===== config.mk =====
export PLATFORM = sky130hd
export DESIGN_NAME = ee354_2048_move_sequencer
export DESIGN_NICKNAME = d
export VERILOG_FILES = /design/src/rtl/ee354_2048_move_sequencer.sv
export SDC_FILE = /design/constraint.sdc
export NUM_CORES = 1
export LEC_CHECK = 0
export ABC_CLOCK_PERIOD_IN_PS = 12750
export BUFFER_PORTS_ARGS = -buffer_cell sky130_fd_sc_hd__buf_4
export CAP_MARGIN = 10
export CORE_MARGIN = 4
export CORE_UTILIZATION = 60
export CTS_CLUSTER_SIZE = 20
export DETAILED_ROUTE_END_ITERATION = 8
export GPL_TIMING_DRIVEN = 0
export PLACE_DENSITY = 0.89
export SLEW_MARGIN = 40
export SYNTH_ARGS = -nofsm -noshare
export SYNTH_HDL_FRONTEND = slang
export SYNTH_SLANG_ARGS = --single-unit

===== constraint.sdc =====
create_clock -name Clk -period 12.75 [get_ports Clk]
set_input_delay 0.6375 -clock Clk [delete_from_list [all_inputs] [get_ports Clk]]
set_output_delay 0.6375 -clock Clk [all_outputs]
set_load 0.05 [all_outputs]

===== src/rtl/ee354_2048_move_sequencer.sv =====
// ee354_2048_move_sequencer
//   Top-level sequencer for the 2048 board datapath. It turns direction button
//   edges into one move command at a time, handshakes with the board engine,
//   spawns a tile in a pseudo-random empty cell after each effective move, and
//   evaluates win/lose.
// Ports
//   Clk, Reset                 clock (posedge), asynchronous active-low reset
//   btn_up/down/left/right     debounced button levels
//   new_game                   1-cycle restart pulse, honoured in every state
//   board_clr                  1-cycle pulse: datapath zeroes all cells
//   move_req/move_dir/move_ack/board_changed   move handshake
//   spawn_req/spawn_idx/spawn_four/spawn_ack   spawn handshake
//   empty_mask, has_2048, can_merge            live board status
//   busy, q_win, q_lose, timeout_err, move_count  status outputs (registered)
module ee354_2048_move_sequencer #(
    parameter logic [15:0] LFSR_SEED   = 16'hACE1,
    parameter int unsigned ACK_TIMEOUT = 1023,
    parameter int unsigned CNT_W       = 16
) (
    input  logic             Clk,
    input  logic             Reset,
    input  logic             btn_up,
    input  logic             btn_down,
    input  logic             btn_left,
    input  logic             btn_right,
    input  logic             new_game,
    output logic             board_clr,
    output logic             move_req,
    output logic [1:0]       move_dir,
    input  logic             move_ack,
    input  logic             board_changed,
    output logic             spawn_req,
    output logic [3:0]       spawn_idx,
    output logic             spawn_four,
    input  logic             spawn_ack,
    input  logic [15:0]      empty_mask,
    input  logic             has_2048,
    input  logic             can_merge,
    output logic             busy,
    output logic             q_win,
    output logic             q_lose,
    output logic             timeout_err,
    output logic [CNT_W-1:0] move_count
);

    localparam int unsigned TMO_W = $clog2(ACK_TIMEOUT + 1);
    localparam logic [15:0] LFSR_TAPS = 16'hB400;

    typedef enum logic [3:0] {
        S_INIT, S_SPAWN0, S_SPAWN1, S_IDLE, S_MOVE, S_SPAWN, S_CHECK, S_WIN, S_LOSE
    } state_t;

    state_t             state_q, state_d;
    logic [15:0]        lfsr_q, lfsr_d;
    logic [3:0]         btn_hist_q, btn_now, btn_rise;
    logic [TMO_W-1:0]   tmo_q, tmo_d;
    logic               board_clr_q, board_clr_d;
    logic               move_req_q, move_req_d;
    logic [1:0]         move_dir_q, move_dir_d;
    logic               spawn_req_q, spawn_req_d;
    logic [3:0]         spawn_idx_q, spawn_idx_d;
    logic               spawn_four_q, spawn_four_d;
    logic               busy_q, busy_d;
    logic               q_win_q, q_win_d;
    logic               q_lose_q, q_lose_d;
    logic               timeout_err_q, timeout_err_d;
    logic [CNT_W-1:0]   move_count_q, move_count_d;
    logic               pick_found;
    logic [3:0]         pick_idx, cand;
    logic               tmo_hit;
    state_t             spawn_next;

    // Next-state and registered-output logic
    always_comb begin
        state_d       = state_q;
        board_clr_d   = 1'b0;
        move_req_d    = move_req_q;
        move_dir_d    = move_dir_q;
        spawn_req_d   = spawn_req_q;
        spawn_idx_d   = spawn_idx_q;
        spawn_four_d  = spawn_four_q;
        timeout_err_d = 1'b0;
        move_count_d  = move_count_q;
        tmo_d         = tmo_q;

        btn_now  = {btn_up, btn_down, btn_left, btn_right};
        btn_rise = btn_now & ~btn_hist_q;
        lfsr_d   = {1'b0, lfsr_q[15:1]} ^ (lfsr_q[0] ? LFSR_TAPS : 16'h0000);
        tmo_hit  = (tmo_q == TMO_W'(1));

        // First empty cell scanning upward from lfsr[3:0], wrapping 15 -> 0
        pick_found = 1'b0;
        pick_idx   = 4'h0;
        cand       = 4'h0;
        for (int i = 0; i < 16; i++) begin
            cand = lfsr_q[3:0] + 4'(i);
            if (!pick_found && empty_mask[cand]) begin
                pick_found = 1'b1;
                pick_idx   = cand;
            end
        end

        case (state_q)
            S_SPAWN0: spawn_next = S_SPAWN1;
            S_SPAWN1: spawn_next = S_IDLE;
            default:  spawn_next = S_CHECK;
        endcase

        case (state_q)
            // Two-cycle INIT so the clear has landed before the first spawn samples empty_mask
            S_INIT: begin
                move_count_d = '0;
                if (!board_clr_q) board_clr_d = 1'b1;
                else              state_d     = S_SPAWN0;
            end
            // spawn_req low marks the entry cycle of a spawn state
            S_SPAWN0, S_SPAWN1, S_SPAWN: begin
                if (!spawn_req_q) begin
                    if (pick_found) begin
                        spawn_req_d  = 1'b1;
                        spawn_idx_d  = pick_idx;
                        spawn_four_d = (lfsr_q[7:4] == 4'h0);
                        tmo_d        = TMO_W'(ACK_TIMEOUT);
                    end else begin
                        state_d = spawn_next;
                    end
                end else if (spawn_ack) begin
                    spawn_req_d = 1'b0;
                    state_d     = spawn_next;
                end else if (tmo_hit) begin
                    spawn_req_d   = 1'b0;
                    timeout_err_d = 1'b1;
                    state_d       = S_IDLE;
                end else begin
                    tmo_d = tmo_q - TMO_W'(1);
                end
            end
            S_IDLE: begin
                if (|btn_rise) begin
                    move_req_d = 1'b1;
                    tmo_d      = TMO_W'(ACK_TIMEOUT);
                    state_d    = S_MOVE;
                    if      (btn_rise[3]) move_dir_d = 2'b00;
                    else if (btn_rise[2]) move_dir_d = 2'b01;
                    else if (btn_rise[1]) move_dir_d = 2'b10;
                    else                  move_dir_d = 2'b11;
                end
            end
            S_MOVE: begin
                if (move_ack) begin
                    move_req_d = 1'b0;
                    if (board_changed) begin
                        if (move_count_q != {CNT_W{1'b1}})
                            move_count_d = move_count_q + CNT_W'(1);
                        state_d = S_SPAWN;
                    end else begin
                        state_d = S_IDLE;
                    end
                end else if (tmo_hit) begin
                    move_req_d    = 1'b0;
                    timeout_err_d = 1'b1;
                    state_d       = S_IDLE;
                end else begin
                    tmo_d = tmo_q - TMO_W'(1);
                end
            end
            S_CHECK: begin
                if (has_2048)                             state_d = S_WIN;
                else if ((empty_mask == 16'h0) && !can_merge) state_d = S_LOSE;
                else                                      state_d = S_IDLE;
            end
            S_WIN, S_LOSE: state_d = state_q;
            default:       state_d = S_INIT;
        endcase

        // Restart overrides everything, abandoning any open handshake
        if (new_game) begin
            state_d       = S_INIT;
            board_clr_d   = 1'b0;
            move_req_d    = 1'b0;
            spawn_req_d   = 1'b0;
            timeout_err_d = 1'b0;
            move_count_d  = '0;
        end

        busy_d   = !((state_d == S_IDLE) || (state_d == S_WIN) || (state_d == S_LOSE));
        q_win_d  = (state_d == S_WIN);
        q_lose_d = (state_d == S_LOSE);
    end

    // State and output registers
    always_ff @(posedge Clk or negedge Reset) begin
        if (!Reset) begin
            state_q       <= S_INIT;
            lfsr_q        <= LFSR_SEED;
            btn_hist_q    <= 4'h0;
            tmo_q         <= '0;
            board_clr_q   <= 1'b0;
            move_req_q    <= 1'b0;
            move_dir_q    <= 2'b00;
            spawn_req_q   <= 1'b0;
            spawn_idx_q   <= 4'h0;
            spawn_four_q  <= 1'b0;
            busy_q        <= 1'b0;
            q_win_q       <= 1'b0;
            q_lose_q      <= 1'b0;
            timeout_err_q <= 1'b0;
            move_count_q  <= '0;
        end else begin
            state_q       <= state_d;
            lfsr_q        <= lfsr_d;
            btn_hist_q    <= btn_now;
            tmo_q         <= tmo_d;
            board_clr_q   <= board_clr_d;
            move_req_q    <= move_req_d;
            move_dir_q    <= move_dir_d;
            spawn_req_q   <= spawn_req_d;
            spawn_idx_q   <= spawn_idx_d;
            spawn_four_q  <= spawn_four_d;
            busy_q        <= busy_d;
            q_win_q       <= q_win_d;
            q_lose_q      <= q_lose_d;
            timeout_err_q <= timeout_err_d;
            move_count_q  <= move_count_d;
        end
    end

    assign board_clr   = board_clr_q;
    assign move_req    = move_req_q;
    assign move_dir    = move_dir_q;
    assign spawn_req   = spawn_req_q;
    assign spawn_idx   = spawn_idx_q;
    assign spawn_four  = spawn_four_q;
    assign busy        = busy_q;
    assign q_win       = q_win_q;
    assign q_lose      = q_lose_q;
    assign timeout_err = timeout_err_q;
    assign move_count  = move_count_q;

endmodule

==> metrics.md <==
| Metric | Value |
|---|---|
| Status | `completed` |
| P_sw | `~170 uW` |
| Cell Rows | `34` |
| Clk network pwr share | `0.300` |
| Power share of the sequential group | `0.441` |
| First-pass GRT wire length | `26,600 um` |
| Slowest stage cell, crit path | `nor4b_4` |
| Post-CTS sizing | `0` |
| Sw frac | `0.335` |
| Synth Warn # | `0` |
| DIE WIDTH | `104 um` |
| Pwr/cell area | `83.3 mW/mm^2` |
| Clock Sinks | `64` |
| Buf+Inv Stages, Crit Path | `4` |
| CTS tree | `yes` |
| Leak pwr | `approximately 2.6 nW` |
| Comb power frac | `0.258` |
| Fin Setup TNS | `0 ps` |
| Slowest stage delay, CP | `710 ps` |
| Avg WL per Cell | `approximately 22 um` |
| Post-DP HPWL | `around 12,000 um` |
| Filler Cell Count | `slightly above 600` |
| Number of remaining DRC errors | `0` |
| Most frequent cells in the layout | `57 x nor2_1, 57 x buf_4, 56 x dfrtp_1` |
| I/O Buffers | `57` |
| Layout cells sized above 1 | `0.233` |
| Area Growth Syn to Fin | `13.6%` |
| Relative slew slack | `0.448` |
| Fin Hold WS | `243 ps` |
| Cell Int Power | `between 300 and 400 uW` |
| Avg Vias per Cell | `7.14` |
| Final WS setup | `7450 ps` |
| Worst flop-to-flop path startpoint | `lfsr_q[1]` |
| Syn_nets | `606` |
| Number of CTS-inserted buffers | `9` |
| H-tree depth | `3` |
| Routed Antenna Nets | `0` |
| TritonRoute pass-1 iters | `7` |
| Peak fanout along the critical path | `13` |
| Mean Syn Cell Area | `9.65 sq um` |
| Die H | `104 um` |
| Pre-CTS setup slack | `7540 ps` |
| Yosys reg bits | `64` |
| Hold-fix buffers, CTS | `0` |
| Vias in the first global route | `around 5,200` |
| Finished Core Util | `0.707` |
| Max Transition Viols Final | `0` |
| Delay-heaviest family, CP | `buffers and inverters` |
| CP startpoint | `lfsr_q[1]` |
| Clk_lat worst skew | `340 ps` |
| Final Cycle Share | `0.416` |
| Drt initial violations | `718` |
| Net count, final | `674` |
| Vias | `5,341` |
| WL final | `16,100 um` |
| GRT Util Overall | `0.303` |
| Post-Synthesis Cell Area | `0.00548 sq mm` |
| WP data arrival | `5540 ps` |
| Core Region | `0.00881 sq mm` |
| CP most frequent cell | `mux2i_1` |
| Initial antenna violation count | `0` |
| Crit. End Element | `flip-flop` |
| CTS Root Cell | `clkbuf_8` |
| Kind of critical path | `flip-flop to flip-flop` |
| Worst Hold Class | `input port to asynchronous set/reset pin` |
| Fin. Hold Viols | `0` |
| Reg2reg setup slack | `7450 ps` |
| Worst Path Required | `12,990 ps` |
| Max Freq | `roughly 190 MHz` |
| Placer congestion estimate | `0.976` |
| Post-synth EDFFs | `0` |
| Seq. cell area | `0.00161 sq mm` |
| Worst slew pin tran | `828 ps` |
| Grt ovf | `0` |
| I/O pin count | `a little under 60` |
| Worst vdd ir | `0.0823 mV` |
| Syn Inst Count | `568` |
| Max_cap viols | `0` |
| Reg clk slew, reported paths | `70 ps` |
| CP cell instances | `clkbuf_8, inv_1, buf_1, ha_1, buf_2, mux4_2, mux2i_1, mux2i_1, nor4b_4, nand4_2, o21a_1, o21ai_2, o21ai_0, o31ai_1` |
| Cell variety after synth | `79` |
| Skew final | `12.1 ps` |
| Initial Util | `0.623` |
| Register area share after synthesis | `0.294` |
| Final setup viols | `0` |
| Post-CTS Setup Bufs | `0` |
| Ys flop type | `dfrtp_1` |
| Area taken by multi-input logic gates | `about 0.0036 sq mm` |
| Min cycle time layout | `5300 ps` |
| RSZ-0062 raised after global routing | `false` |
| ANT cells | `0` |
| Clk buf depth | `2` |
| Die area | `0.0107 sq mm` |
| Largest net degree at the start of global routing | `65` |
| Fraction of registers with async set/reset | `1.00` |
| CP startpoint kind | `flip-flop` |
cells by family after synthesis:
group / share of synthesized area
adder cells (fa/ha/maj): 0.0228
buffers and inverters: 0.0438
XOR/XNOR: 0.0335
AO/OA/AOI/OAI: 0.197
flip-flops: 0.294
multiplexers: 0.228
AND/OR/NAND/NOR: 0.181
power by group through the flow:
stage                     registers [mW]  clock network (mW)  logic, mW
final                              0.229               0.156      0.134
after global routing               0.231               0.168      0.144
after CTS                          0.229               0.158      0.132
after detailed placement           0.232                   0      0.131
after global placement             0.231                   0      0.129
after floorplan                    0.255                   0     0.0624
synth_stat cells (all sizes together) (3+ instances only):
cell type	count	area share
o21a	3	0.0055
a311oi	6	0.0096
dfrtp	56	0.26
dfstp	8	0.038
or2	4	0.0046
a21oi	49	0.046
o21ai	33	0.031
nand4	7	0.0091
nand3	17	0.019
nand2	48	0.033
nor2b	10	0.011
mux2	15	0.033
or2b	3	0.0046
nor4	11	0.013
nor4b	3	0.0075
or3	4	0.0046
a21boi	5	0.0068
a211oi	6	0.0082
o2bb2ai	3	0.0048
ha	10	0.023
inv	18	0.012
a41oi	6	0.0096
a21o	5	0.0073
clkbuf	10	0.010
mux2i	26	0.049
o31ai	6	0.0082
o22ai	8	0.0091
xnor2	10	0.016
nor3	14	0.015
xor2	11	0.018
a31oi	8	0.0091
o41ai	3	0.0048
and3	9	0.011
buf	12	0.021
nor2	57	0.039
mux4	33	0.15
flip-flops by register name, summed over array words and instances, names as in the netlist:
register,flops
lfsr_q,16
move_count,16
tmo_q,10
btn_hist_q,4
spawn_idx,4
state_q,4
move_dir,2
board_clr,1
busy,1
move_req,1
q_lose,1
q_win,1
spawn_four,1
spawn_req,1
timeout_err,1
path summary, 6_finish.rpt:
path	endpoint	cells after the start
setup reg to reg	tmo_q[8]	14
hold reg to reg	lfsr_q[8]	0
min in group Clk	lfsr_q[8]	0
setup / recovery	tmo_q[8]	14
hold / removal	tmo_q[4]	1
max in group asynchronous	move_req	1
metal layers:
metal | routed length, um | share of wire | track usage
met5 | 0 | 0 | 0
met4 | 621 | 0.039 | 0.128
met3 | 1590 | 0.099 | 0.0641
met2 | 7590 | 0.47 | 0.494
met1 | 6310 | 0.39 | 0.396
area by class of cell:
type / count / share of cell area
multi-input cells: 464 / 0.584
flip-flops and latches: 64 / 0.259
repair buffers: 57 / 0.0693
plain buffers: 22 / 0.0277
clock buffers: 12 / 0.0249
well taps: 108 / 0.0217
inverters: 18 / 0.0108
clock inverters: 3 / 0.00281
stage by stage:
stage          power [mW]  cell area (sq um)  cells
6_report            0.519               6230    748
5_1_grt             0.543               6230    748
4_1_cts             0.519               6220    748
3_5_place_dp        0.364               6050    733
3_3_place_gp        0.360               6050    733
2_1_floorplan       0.317               5480    568
Power figures use the tool's default switching activity.
